File: config.mk
export PLATFORM = sky130hd
export DESIGN_NAME = mouse_tracker
export DESIGN_NICKNAME = d
export VERILOG_FILES = /design/src/rtl/mouse_tracker.sv
export SDC_FILE = /design/constraint.sdc
export NUM_CORES = 1
export LEC_CHECK = 0
export ABC_AREA = 1
export CELL_PAD_IN_SITES_DETAIL_PLACEMENT = 1
export CELL_PAD_IN_SITES_GLOBAL_PLACEMENT = 1
export CORE_UTILIZATION = 40
export CTS_CLUSTER_SIZE = 8
export DETAILED_ROUTE_END_ITERATION = 16
export GPL_ROUTABILITY_DRIVEN = 1
export GPL_TIMING_DRIVEN = 1
export PLACE_DENSITY_LB_ADDON = 0.1
export SYNTH_ARGS = -nofsm -noshare
export SYNTH_HDL_FRONTEND = slang
export SYNTH_SLANG_ARGS = --single-unit
export TNS_END_PERCENT = 1
File: constraint.sdc
create_clock -name clk -period 2.45 [get_ports clk]
set_input_delay 0.6125 -clock clk [delete_from_list [all_inputs] [get_ports clk]]
set_output_delay 0.6125 -clock clk [all_outputs]
set_load 0.005 [all_outputs]
File: src/rtl/mouse_tracker.sv
// Receive-only PS/2 mouse decoder: synchronises the PS/2 lines, deframes bytes,
// assembles 3-byte movement packets and keeps a clamped on-screen cursor position.
module mouse_tracker #(
  parameter int SCREEN_W       = 640,
  parameter int SCREEN_H       = 480,
  parameter int TIMEOUT_CYCLES = 5000
) (
  input  logic       clk,
  input  logic       rst_n,
  input  logic       ps2_clk,
  input  logic       ps2_data,
  output logic [9:0] mousex,
  output logic [9:0] mousey,
  output logic       mouseclick,
  output logic       packet_valid
);

  localparam int CNT_W = $clog2(TIMEOUT_CYCLES + 1);

  typedef enum logic [1:0] {S_IDLE, S_DATA, S_STOP} frame_state_t;

  // Clamp a signed coordinate into 0..hi.
  function automatic logic [9:0] clamp_coord(input logic signed [11:0] v,
                                             input logic signed [11:0] hi);
    if (v < 12'sd0)
      clamp_coord = 10'd0;
    else if (v > hi)
      clamp_coord = hi[9:0];
    else
      clamp_coord = v[9:0];
  endfunction

  // Sign-extend a 9-bit PS/2 delta, forcing it to zero on overflow.
  function automatic logic signed [11:0] delta_ext(input logic       sign,
                                                   input logic [7:0] low,
                                                   input logic       ovf);
    if (ovf)
      delta_ext = 12'sd0;
    else
      delta_ext = $signed({{3{sign}}, sign, low});
  endfunction

  logic [1:0]       clk_sync_q, data_sync_q;
  logic             clk_prev_q;
  logic             ps2_fall;
  logic             data_s;

  frame_state_t     state_q, state_d;
  logic [3:0]       bit_cnt_q, bit_cnt_d;
  logic [8:0]       shift_q, shift_d;
  logic             byte_ok, byte_err;
  logic [7:0]       rx_byte;

  logic [CNT_W-1:0] idle_cnt_q;
  logic             timeout_hit;

  logic [1:0]       pkt_idx_q, pkt_idx_d;
  logic [4:0]       flags_q, flags_d;   // {y_ovf, x_ovf, y_sign, x_sign, left}
  logic [7:0]       dx_low_q, dx_low_d;
  logic             apply;

  logic signed [11:0] dx, dy, sum_x, sum_y;
  logic [9:0]         next_x, next_y;

  // Synchroniser stage
  always_ff @(posedge clk or negedge rst_n) begin
    if (!rst_n) begin
      clk_sync_q  <= 2'b11;
      data_sync_q <= 2'b11;
      clk_prev_q  <= 1'b1;
    end else begin
      clk_sync_q  <= {clk_sync_q[0], ps2_clk};
      data_sync_q <= {data_sync_q[0], ps2_data};
      clk_prev_q  <= clk_sync_q[1];
    end
  end

  assign ps2_fall    = clk_prev_q & ~clk_sync_q[1];
  assign data_s      = data_sync_q[1];
  assign rx_byte     = shift_q[7:0];
  // A falling edge in the same cycle as the timeout takes precedence.
  assign timeout_hit = (idle_cnt_q == CNT_W'(TIMEOUT_CYCLES)) && !ps2_fall;

  // Frame deserialiser
  always_comb begin
    state_d   = state_q;
    bit_cnt_d = bit_cnt_q;
    shift_d   = shift_q;
    byte_ok   = 1'b0;
    byte_err  = 1'b0;
    if (ps2_fall) begin
      case (state_q)
        S_IDLE: begin
          if (!data_s) begin
            state_d   = S_DATA;
            bit_cnt_d = 4'd0;
          end
        end
        S_DATA: begin
          shift_d   = {data_s, shift_q[8:1]};
          bit_cnt_d = bit_cnt_q + 4'd1;
          if (bit_cnt_q == 4'd8)
            state_d = S_STOP;
        end
        S_STOP: begin
          state_d = S_IDLE;
          if (data_s && (^shift_q))
            byte_ok = 1'b1;
          else
            byte_err = 1'b1;
        end
        default: state_d = S_IDLE;
      endcase
    end else if (timeout_hit) begin
      state_d = S_IDLE;
    end
  end

  always_ff @(posedge clk or negedge rst_n) begin
    if (!rst_n) begin
      state_q   <= S_IDLE;
      bit_cnt_q <= 4'd0;
      shift_q   <= 9'd0;
    end else begin
      state_q   <= state_d;
      bit_cnt_q <= bit_cnt_d;
      shift_q   <= shift_d;
    end
  end

  // Idle watchdog: only runs while something is partially received.
  always_ff @(posedge clk or negedge rst_n) begin
    if (!rst_n)
      idle_cnt_q <= '0;
    else if (ps2_fall || timeout_hit)
      idle_cnt_q <= '0;
    else if ((state_q != S_IDLE) || (pkt_idx_q != 2'd0))
      idle_cnt_q <= idle_cnt_q + CNT_W'(1);
  end

  // Packet assembler; index 0 requires bit3 of the flags byte for alignment.
  always_comb begin
    pkt_idx_d = pkt_idx_q;
    flags_d   = flags_q;
    dx_low_d  = dx_low_q;
    apply     = 1'b0;
    if (byte_err) begin
      pkt_idx_d = 2'd0;
    end else if (byte_ok) begin
      case (pkt_idx_q)
        2'd0: begin
          if (rx_byte[3]) begin
            flags_d   = {rx_byte[7:4], rx_byte[0]};
            pkt_idx_d = 2'd1;
          end
        end
        2'd1: begin
          dx_low_d  = rx_byte;
          pkt_idx_d = 2'd2;
        end
        default: begin
          apply     = 1'b1;
          pkt_idx_d = 2'd0;
        end
      endcase
    end else if (timeout_hit) begin
      pkt_idx_d = 2'd0;
    end
  end

  always_ff @(posedge clk or negedge rst_n) begin
    if (!rst_n) begin
      pkt_idx_q <= 2'd0;
      flags_q   <= 5'd0;
      dx_low_q  <= 8'd0;
    end else begin
      pkt_idx_q <= pkt_idx_d;
      flags_q   <= flags_d;
      dx_low_q  <= dx_low_d;
    end
  end

  // Position update; PS/2 +Y is up while screen rows grow downward.
  always_comb begin
    dx     = delta_ext(flags_q[1], dx_low_q, flags_q[3]);
    dy     = delta_ext(flags_q[2], rx_byte,  flags_q[4]);
    sum_x  = $signed({2'b00, mousex}) + dx;
    sum_y  = $signed({2'b00, mousey}) - dy;
    next_x = clamp_coord(sum_x, 12'(SCREEN_W - 1));
    next_y = clamp_coord(sum_y, 12'(SCREEN_H - 1));
  end

  always_ff @(posedge clk or negedge rst_n) begin
    if (!rst_n) begin
      mousex       <= 10'(SCREEN_W / 2);
      mousey       <= 10'(SCREEN_H / 2);
      mouseclick   <= 1'b0;
      packet_valid <= 1'b0;
    end else begin
      packet_valid <= apply;
      if (apply) begin
        mousex     <= next_x;
        mousey     <= next_y;
        mouseclick <= flags_q[0];
      end
    end
  end

endmodule

==> results summary, run 1 <==
The flow ran to the end, and the final reports show no timing, DRC or antenna violations. For this run, the number of Yosys warnings is 0. The portion of total power attributed to combinational logic is 0.455. Of the post-synthesis cell area, the dominant cell type holds 0.329. The clock slew seen by the registers of the worst setup and hold paths is around 0.08 ns. STA classifies the critical path startpoint as a flip-flop.

The worst setup skew after layout came out at 0.0148 ns. The detailed-routing iteration count for the pre-antenna-repair pass came out at 4. The vertical die dimension is ~110 um.

The initial utilization of the core area, before any placement, comes to 0.413. The worst hold slack came out at between 0.2 and 0.25 ns. For this run, the total global-route usage over all layers was measured as 0.226. The number of synthesized flops with an enable pin is 0. The leakage component of the power is between 2 and 3 nW. The total nets after synthesis is 660. The post-placement setup slack came out at -0.173 ns.

During I/O placement, the number of pins put on the boundary was 26. The number of hold-repair buffers added at the cts stage is 0. The total power draw is roughly 4.0 mW. Compared with the post-synthesis result, the final layout area differs by 21.8%.

Dividing the final minimum period by the clock period gives 0.956. The data required time of the critical path came out at 2.70 ns. Among all cell types in the netlist, the one instantiated most often is nand2_1. The number of library cell types mapped by synthesis is 33. The final net count is between 700 and 800.

The dominant cell type by area after synthesis is dfrtp_1. The path class of the tightest hold or removal check is in -> async. Derived from the worst setup path, the maximum achievable clock frequency is 427 MHz.

The count of antenna-violating nets left after detailed routing is 0. Summing all flip-flop and latch instances after layout gives around 1800 um2. The wire length of the first global-routing pass is approximately 20000 um. The floorplan step defined a core boundary enclosing 10900 um2. The synthesized instance count is around 630. The total of flip-flops plus latches after synthesis came out at 70. The number of failing hold endpoints at the final stage came out at 0. The H-tree depth reported by CTS is 3. The width of the die came out at roughly 110 um. In the final layout, the share of cells above drive strength 1 is 0.155. The initial antenna violation count is 0. The count of port buffers added during placement came out at 25. Entering global routing, the biggest net connects 39 pins. For this run, the register share of the synthesized area comes to 0.393.

The worst vdd rail ir drop is between 500 and 600 uV. The sequential share of power is 0.334. STA classifies the critical path endpoint as a flip-flop. The internal power of the cells totals ~2.3 mW. The clock latency reported for the late side of the worst-skew pair came out at ~0.36 ns. The critical setup path kind is reg -> reg. After synthesis, the cell types taking the most area are dfrtp_1, nand2_1, inv_1. Detailed placement ended at an HPWL of around 9000 um. The headroom to the max-slew limit came out at 0.651. By count the netlist is led by nand2_1, inv_1, dfrtp_1.

After detailed routing, the total wire length is ~12000 um. The switching share of total power came out at 0.434. The routed layout has ~4.2k vias. The detail-routed net length per standard cell came out at between 10 and 15 um. The power density over cell area came out at roughly 740 nW/um2. The switching power of the nets came out at between 1.5 and 2 mW. The largest fanout on the critical path came out at 8. After the flow finishes, the layout carries non-filler instances totaling approximately 830. The iteration-0 DRC count of the detailed router came out at 172. In this run the deepest clock path goes through 2 buffers. The cell total after placement is ~800. The number of clock sinks is 70.

The final critical-path setup slack came out at 0.109 ns. The fraction of synthesis flops using an asynchronous set or reset pin is 1.00. The max-capacitance violation count is 0. The setup violation total in the final timing report came out at 0. The total congestion overflow is 0. The actual slew at the worst max-slew pin came out at about 0.52 ns.

The number of remaining DRC errors is 0. The part of the power in the clock network is 0.212. The number of placement rows came out at 38. The post-layout minimum cycle time is about 2.3 ns. The count of pins over their slew limit was 0. The number of global-route vias before repair is 4303. The multi-input logic area came out at around 2500 um2.

The die covers approximately 12000 um2. The number of buffers inserted during clock tree synthesis is 9. The post-synthesis instance area is 4490 um2. The clock tree from TritonCTS is yes. The congestion estimate from routability-driven global placement came to approximately 0.84. The tree is rooted in a clkbuf_8. The antenna diode count came out at 0. The predominant post-synthesis flop cell is dfrtp_1.

The number of fill cells in the layout came out at around 1.4k. The data arrival time at the worst-slack endpoint came out at between 2 and 3 ns. Dividing the detail-routed via count by the number of cells gives 5.05. A synthesized cell averages ~7.2 um2.
==> kinds of logic after synthesis <==
family	share of synthesized area
and+or+nand+nor	0.327
DFF	0.393
adders and majority gates	0.0841
AOI/OAI and AO/OA	0.0802
xor gates and xnor gates	0.0214
buffers and inverters	0.0941
==> power by group through the flow <==
stage | logic (mW) | registers [mW] | clock network [mW]
finish | 1.84 | 1.35 | 0.857
floorplan | 1.19 | 1.35 | 0
global placement | 1.52 | 1.37 | 0
detailed placement | 1.58 | 1.37 | 0
global route | 2.08 | 1.37 | 0.934
CTS | 1.63 | 1.35 | 0.890
==> worst max-delay path: stages, from the launching register on <==
cell	delay [ns]
dfrtp_1	0.38
buf_4	0.16
nor2_1	0.17
ha_1	0.31
a21o_1	0.20
nor2_1	0.17
nand2_2	0.09
a21oi_2	0.16
nor2_1	0.07
nor2_2	0.17
buf_4	0.17
nand3_1	0.07
nand2_1	0.06
nand2_1	0.05
==> final timing paths <==
path                               startpoint        endpoint  slack, ns  cells after the start
worst min register to register  clk_sync_q[0]   clk_sync_q[1]       0.36                      0
worst max register to register     flags_q[3]       mousex[2]       0.11                     13
worst min-delay path                    rst_n    packet_valid       0.23                      1
worst max-delay path               flags_q[3]       mousex[2]       0.11                     13
min in group clk                clk_sync_q[0]   clk_sync_q[1]       0.36                      0
max in group asynchronous               rst_n  data_sync_q[0]       1.56                      2
==> cell type report <==
class,instances,area share
clock buffer,15,0.0304
multi-input combinational,448,0.465
tap,140,0.0320
sequential,70,0.323
clock inverter,1,0.000915
inverter,103,0.0713
timing repair buffer,47,0.0761
timing repair inverter,1,0.00137
==> layout by cell type, fill, tap and decap left out, types with 9 or more instances in the layout <==
| cell type | count |
|---|---|
| a21oi_1 | 25 |
| inv_1 | 97 |
| clkdlybuf4s50_1 | 24 |
| ha_4 | 9 |
| dfstp_2 | 11 |
| dfrtp_1 | 59 |
| nand3_1 | 38 |
| nand2_1 | 198 |
| o21ai_0 | 30 |
| nand4_1 | 15 |
| nor2_1 | 34 |
| o21ai_1 | 9 |
| clkbuf_8 | 11 |
| nand2_2 | 17 |
| buf_4 | 22 |
| ha_1 | 16 |
| nor3_1 | 9 |
==> timing repair <==
item	in CTS	in global routing
buffers inserted	0	5
pin swaps	0	16
gates resized for setup	4	50
setup endpoints to repair	8	19
gates cloned	0	3
==> routing by layer <==
metal,GRT usage,up-vias,part of all wire
li1,-,2092,-
met1,0.301,2003,0.47
met2,0.370,53,0.48
met3,0.0325,17,0.029
met4,0.0910,0,0.020
met5,0,-,0
==> state kept, by name, indices dropped and copies added (netlist names), 2 cells and up <==
| name | count |
|---|---|
| bit_cnt_q | 4 |
| clk_sync_q | 2 |
| data_sync_q | 2 |
| dx_low_q | 8 |
| flags_q | 5 |
| idle_cnt_q | 13 |
| mousex | 10 |
| mousey | 10 |
| pkt_idx_q | 2 |
| shift_q | 9 |
| state_q | 2 |
==> stage by stage <==
| stage | util | cell area, um2 | setup TNS [ns] |
|---|---|---|---|
| 6_report | 0.503 | 5470 | 0 |
| 5_1_grt | 0.503 | 5470 | -0.380 |
| 3_5_place_dp | 0.459 | 5000 | -1.11 |
| 4_1_cts | 0.477 | 5190 | 0 |
| 3_3_place_gp | 0.459 | 5000 | -0.760 |
| 2_1_floorplan | - | 4490 | 0 |
Power figures use the tool's default switching activity.
==> run 2: changes to the inputs <==
CORE_UTILIZATION = 44   (was 40)
clock period = 2.2 ns   (was 2.45 ns; I/O delays follow)
==> run 2 against run 1 <==
The run now ends with negative setup slack left. Via count is 15% higher. Clock-buffer cell count is 5 lower. Register-to-register slack worse by 0.38 ns. Non-clock buffer count is 42 higher. Combinational power is 57% higher. Largest cell class unchanged. Clock skew hardly changed. Die area is 8.9% lower. Highest routed layer unchanged. Critical path depth is 6 higher. Critical path type unchanged. Worst setup slack worse by 0.38 ns. Design area is 13% higher. Sequential power is 13% higher. First-iteration DRC count is 55% higher.
==> results summary, run 2 (same netlist as run 1, synthesis figures left out) <==
The final core area utilization is 0.631 (+0.129). CTS placed an instance of clkbuf_8 at the clock tree root. The worst setup skew after layout is 0.0143 ns (-0.000487 ns).

The detailed-routing iteration count for the pre-antenna-repair pass came out at 4 (unchanged). The pin count of the biggest net entering global routing is 71 (+82%). The half-perimeter wire length of the detailed placement result came out at 9800 um (+6.6%). The clock tree from TritonCTS is yes.

The max-capacitance violation count was 0 (unchanged). The final non-filler cell area is 6200 um2 (+13%). The portion of the clock cycle consumed by the worst path in the final layout came out at 1.12 (+0.168). The timing-limited maximum frequency is 404 MHz (-5.3%). The post-layout minimum cycle time is 2.47 ns (+0.131 ns). The worst setup path is captured at a flip-flop. The iteration-0 DRC count of the detailed router came to 267 (+55%).

The antenna diode count is 0 (unchanged). The area of the core is 9820 um2 (-9.8%). The vertical die dimension came out at 103 um (-4.6%). The detailed-route vias per instance is 5.59 (+11%). The count of port buffers added during placement was 25 (unchanged). The clock slew seen by the registers of the worst setup and hold paths is 0.08 ns (about the same). The number of buffers on the longest clock path is 2 (unchanged). The number of clock sinks came out at 70 (unchanged). The final net count is 756 (+6.0%). The count of antenna-violating nets left after detailed routing came to 0 (unchanged). The register with the most flip-flops in the final layout is idle_cnt_q. The boundary pin count came out at 26 (unchanged). The final critical-path setup slack came out at -0.273 ns (-0.381 ns). The actual slew at the worst max-slew pin came to 0.416 ns (-0.106 ns).

The total vias in the final route came to 4809 (+15%). The run finished, with violations left. The number of placement rows is 36 (-5.3%). The count of pins over their slew limit is 0 (unchanged). The number of hold-repair buffers added at the cts stage came to 0 (unchanged).

The number of remaining DRC errors came out at 0 (unchanged). The headroom to the max-slew limit is 0.720 (+0.0683). The total power draw is 5.59 mW (+38%). The synthesis-to-finish area growth came out at 38.0%.

The data required time of the critical path came out at 2.48 ns (-0.22 ns). The largest fanout on the critical path is 6 (-2). The global routing usage summed across all routing layers came to 0.285 (+0.0587). The wire length of the first global-routing pass was 22900 um (+12%). The leakage component of the power is 3.02 nW (+10%).

The worst setup path is of the reg -> reg kind. The setup violation total in the final timing report came to 19 (+19). The post-placement setup slack came out at -0.431 ns (-0.258 ns). The total congestion overflow is 0 (unchanged). The critical path launch point type is a flip-flop.

The power density over cell area was 901 nW/um2 (+22%). The top cell types in the final layout, fill and taps aside, are nand2_1, inv_1, dfrtp_1. The initial antenna violation count is 0 (unchanged). The initial standard-cell utilization of the core was 0.458 (+0.0449). The post-detailed-routing wire length was 17500 um (+43%). The width of the die came out at 103 um (-4.6%). The final weighted congestion in routability-driven placement is 0.873 (+3.4%).

The total negative slack for setup checks is -3.12 ns (-3.12 ns). The number of failing hold endpoints at the final stage came out at 0 (unchanged). The worst setup slack for register-to-register paths came out at -0.27 ns (-0.38 ns). The number of buffers inserted during clock tree synthesis is 9 (unchanged).

The flip-flop count of the largest register, all copies and words added is 13 (unchanged). The number of global-route vias before repair is 4831 (+12%). The data arrival time at the worst-slack endpoint came to 2.75 ns (+0.16 ns). The checks that failed: negative setup slack. The full die area was 10600 um2 (-8.9%). In this run the worst hold path is classified as in -> async.

The worst vdd rail ir drop came out at 686 uV (+25%). The fraction of layout instances using a drive strength above 1 came out at 0.283 (+0.128). In the final layout, the registers with the most flip-flops are idle_cnt_q (13), mousex (10), mousey (10). The H-tree depth reported by CTS is 3 (unchanged). Leaving out fill and tap cells, the most frequent cell in the layout is nand2_1.

The number of fill cells in the layout was 1225 (-11%). The detail-routed net length per standard cell came out at 20.3 um (+37%). The area after detailed placement is 5280 um2 (+5.6%). Setup repair after global routing could not meet its margin everywhere. The clock latency reported for the late side of the worst-skew pair came out at 0.36 ns (about the same).
run 2: cell types whose count changed in the layout (fill, tap and decap cells not counted), sizes merged:
cell,delta
bufinv,+2
clkinvlp,-1
buf,+42
nor2,+1
clkinv,+4
clkbuf,-5
run 2: path summary, 6_finish.rpt:
check                                from        endpoint  cells past startpoint
hold reg to reg            data_sync_q[0]  data_sync_q[1]                      0
setup / recovery               flags_q[4]       mousey[6]                     19
min in group clk           data_sync_q[0]  data_sync_q[1]                      0
setup reg to reg               flags_q[4]       mousey[6]                     19
max in group asynchronous           rst_n  data_sync_q[1]                      2
hold / removal                      rst_n       mousey[8]                      2
run 2: what timing repair did:
item                                    in CTS  in global routing
gates resized for setup                     65                 65
pin swaps                                   20                 37
gates cloned                                 2                  1
endpoints found under the setup margin      19                 20
buffers inserted                             6                 10
run 2: worst max-delay path: stages, from the launching register on:
cell,delay (ns)
dfrtp_1,0.42
inv_2,0.13
buf_12,0.17
nand2_8,0.07
ha_4,0.28
nand2_1,0.08
nand2_2,0.09
nand2_1,0.07
nand2_2,0.07
inv_1,0.08
nand2_2,0.11
nand2_2,0.06
nand2_1,0.07
nand2_1,0.06
nand2_2,0.09
buf_12,0.12
buf_8,0.12
nand4_1,0.09
nand2_1,0.10
nand2_1,0.09
run 2: per-stage QoR:
stage	instances	hold slack, ns
global placement	826	0.351
detailed placement	826	0.348
global route	861	0.238
floorplan	627	0.254
finish	861	0.200
CTS	850	0.220
run 2: layout make-up:
class,instances,area (um2),area share
Clock buffer,10,128,0.0206
Clock inverter,6,86.3,0.0139
Inverter,103,392,0.0632
Multi-Input combinational cell,449,2870,0.462
Sequential cell,70,1770,0.285
Tap cell,133,166,0.0268
Timing Repair Buffer,89,791,0.128
Timing Repair inverter,1,5.00,0.000807
run 2: report_power, final:
part	switching (mW)	total [mW]	internal (mW)
registers	0.117	1.52	1.40
logic	1.80	2.89	1.08
clock network	0.540	1.18	0.637
total	2.46	5.59	3.12
run 2: metal layers:
layer	GRT usage	wire length (um)	up-vias
met5	0	0	-
met4	0.121	723	0
met3	0.0481	849	57
met2	0.506	8930	160
met1	0.341	6990	2404
li1	-	-	2188
==> run 3: changes to the inputs <==
ABC_CLOCK_PERIOD_IN_PS = 2200   (was default)
==> results of run 3 <==
Final layout, timing and power as in run 2 (identical DEF).
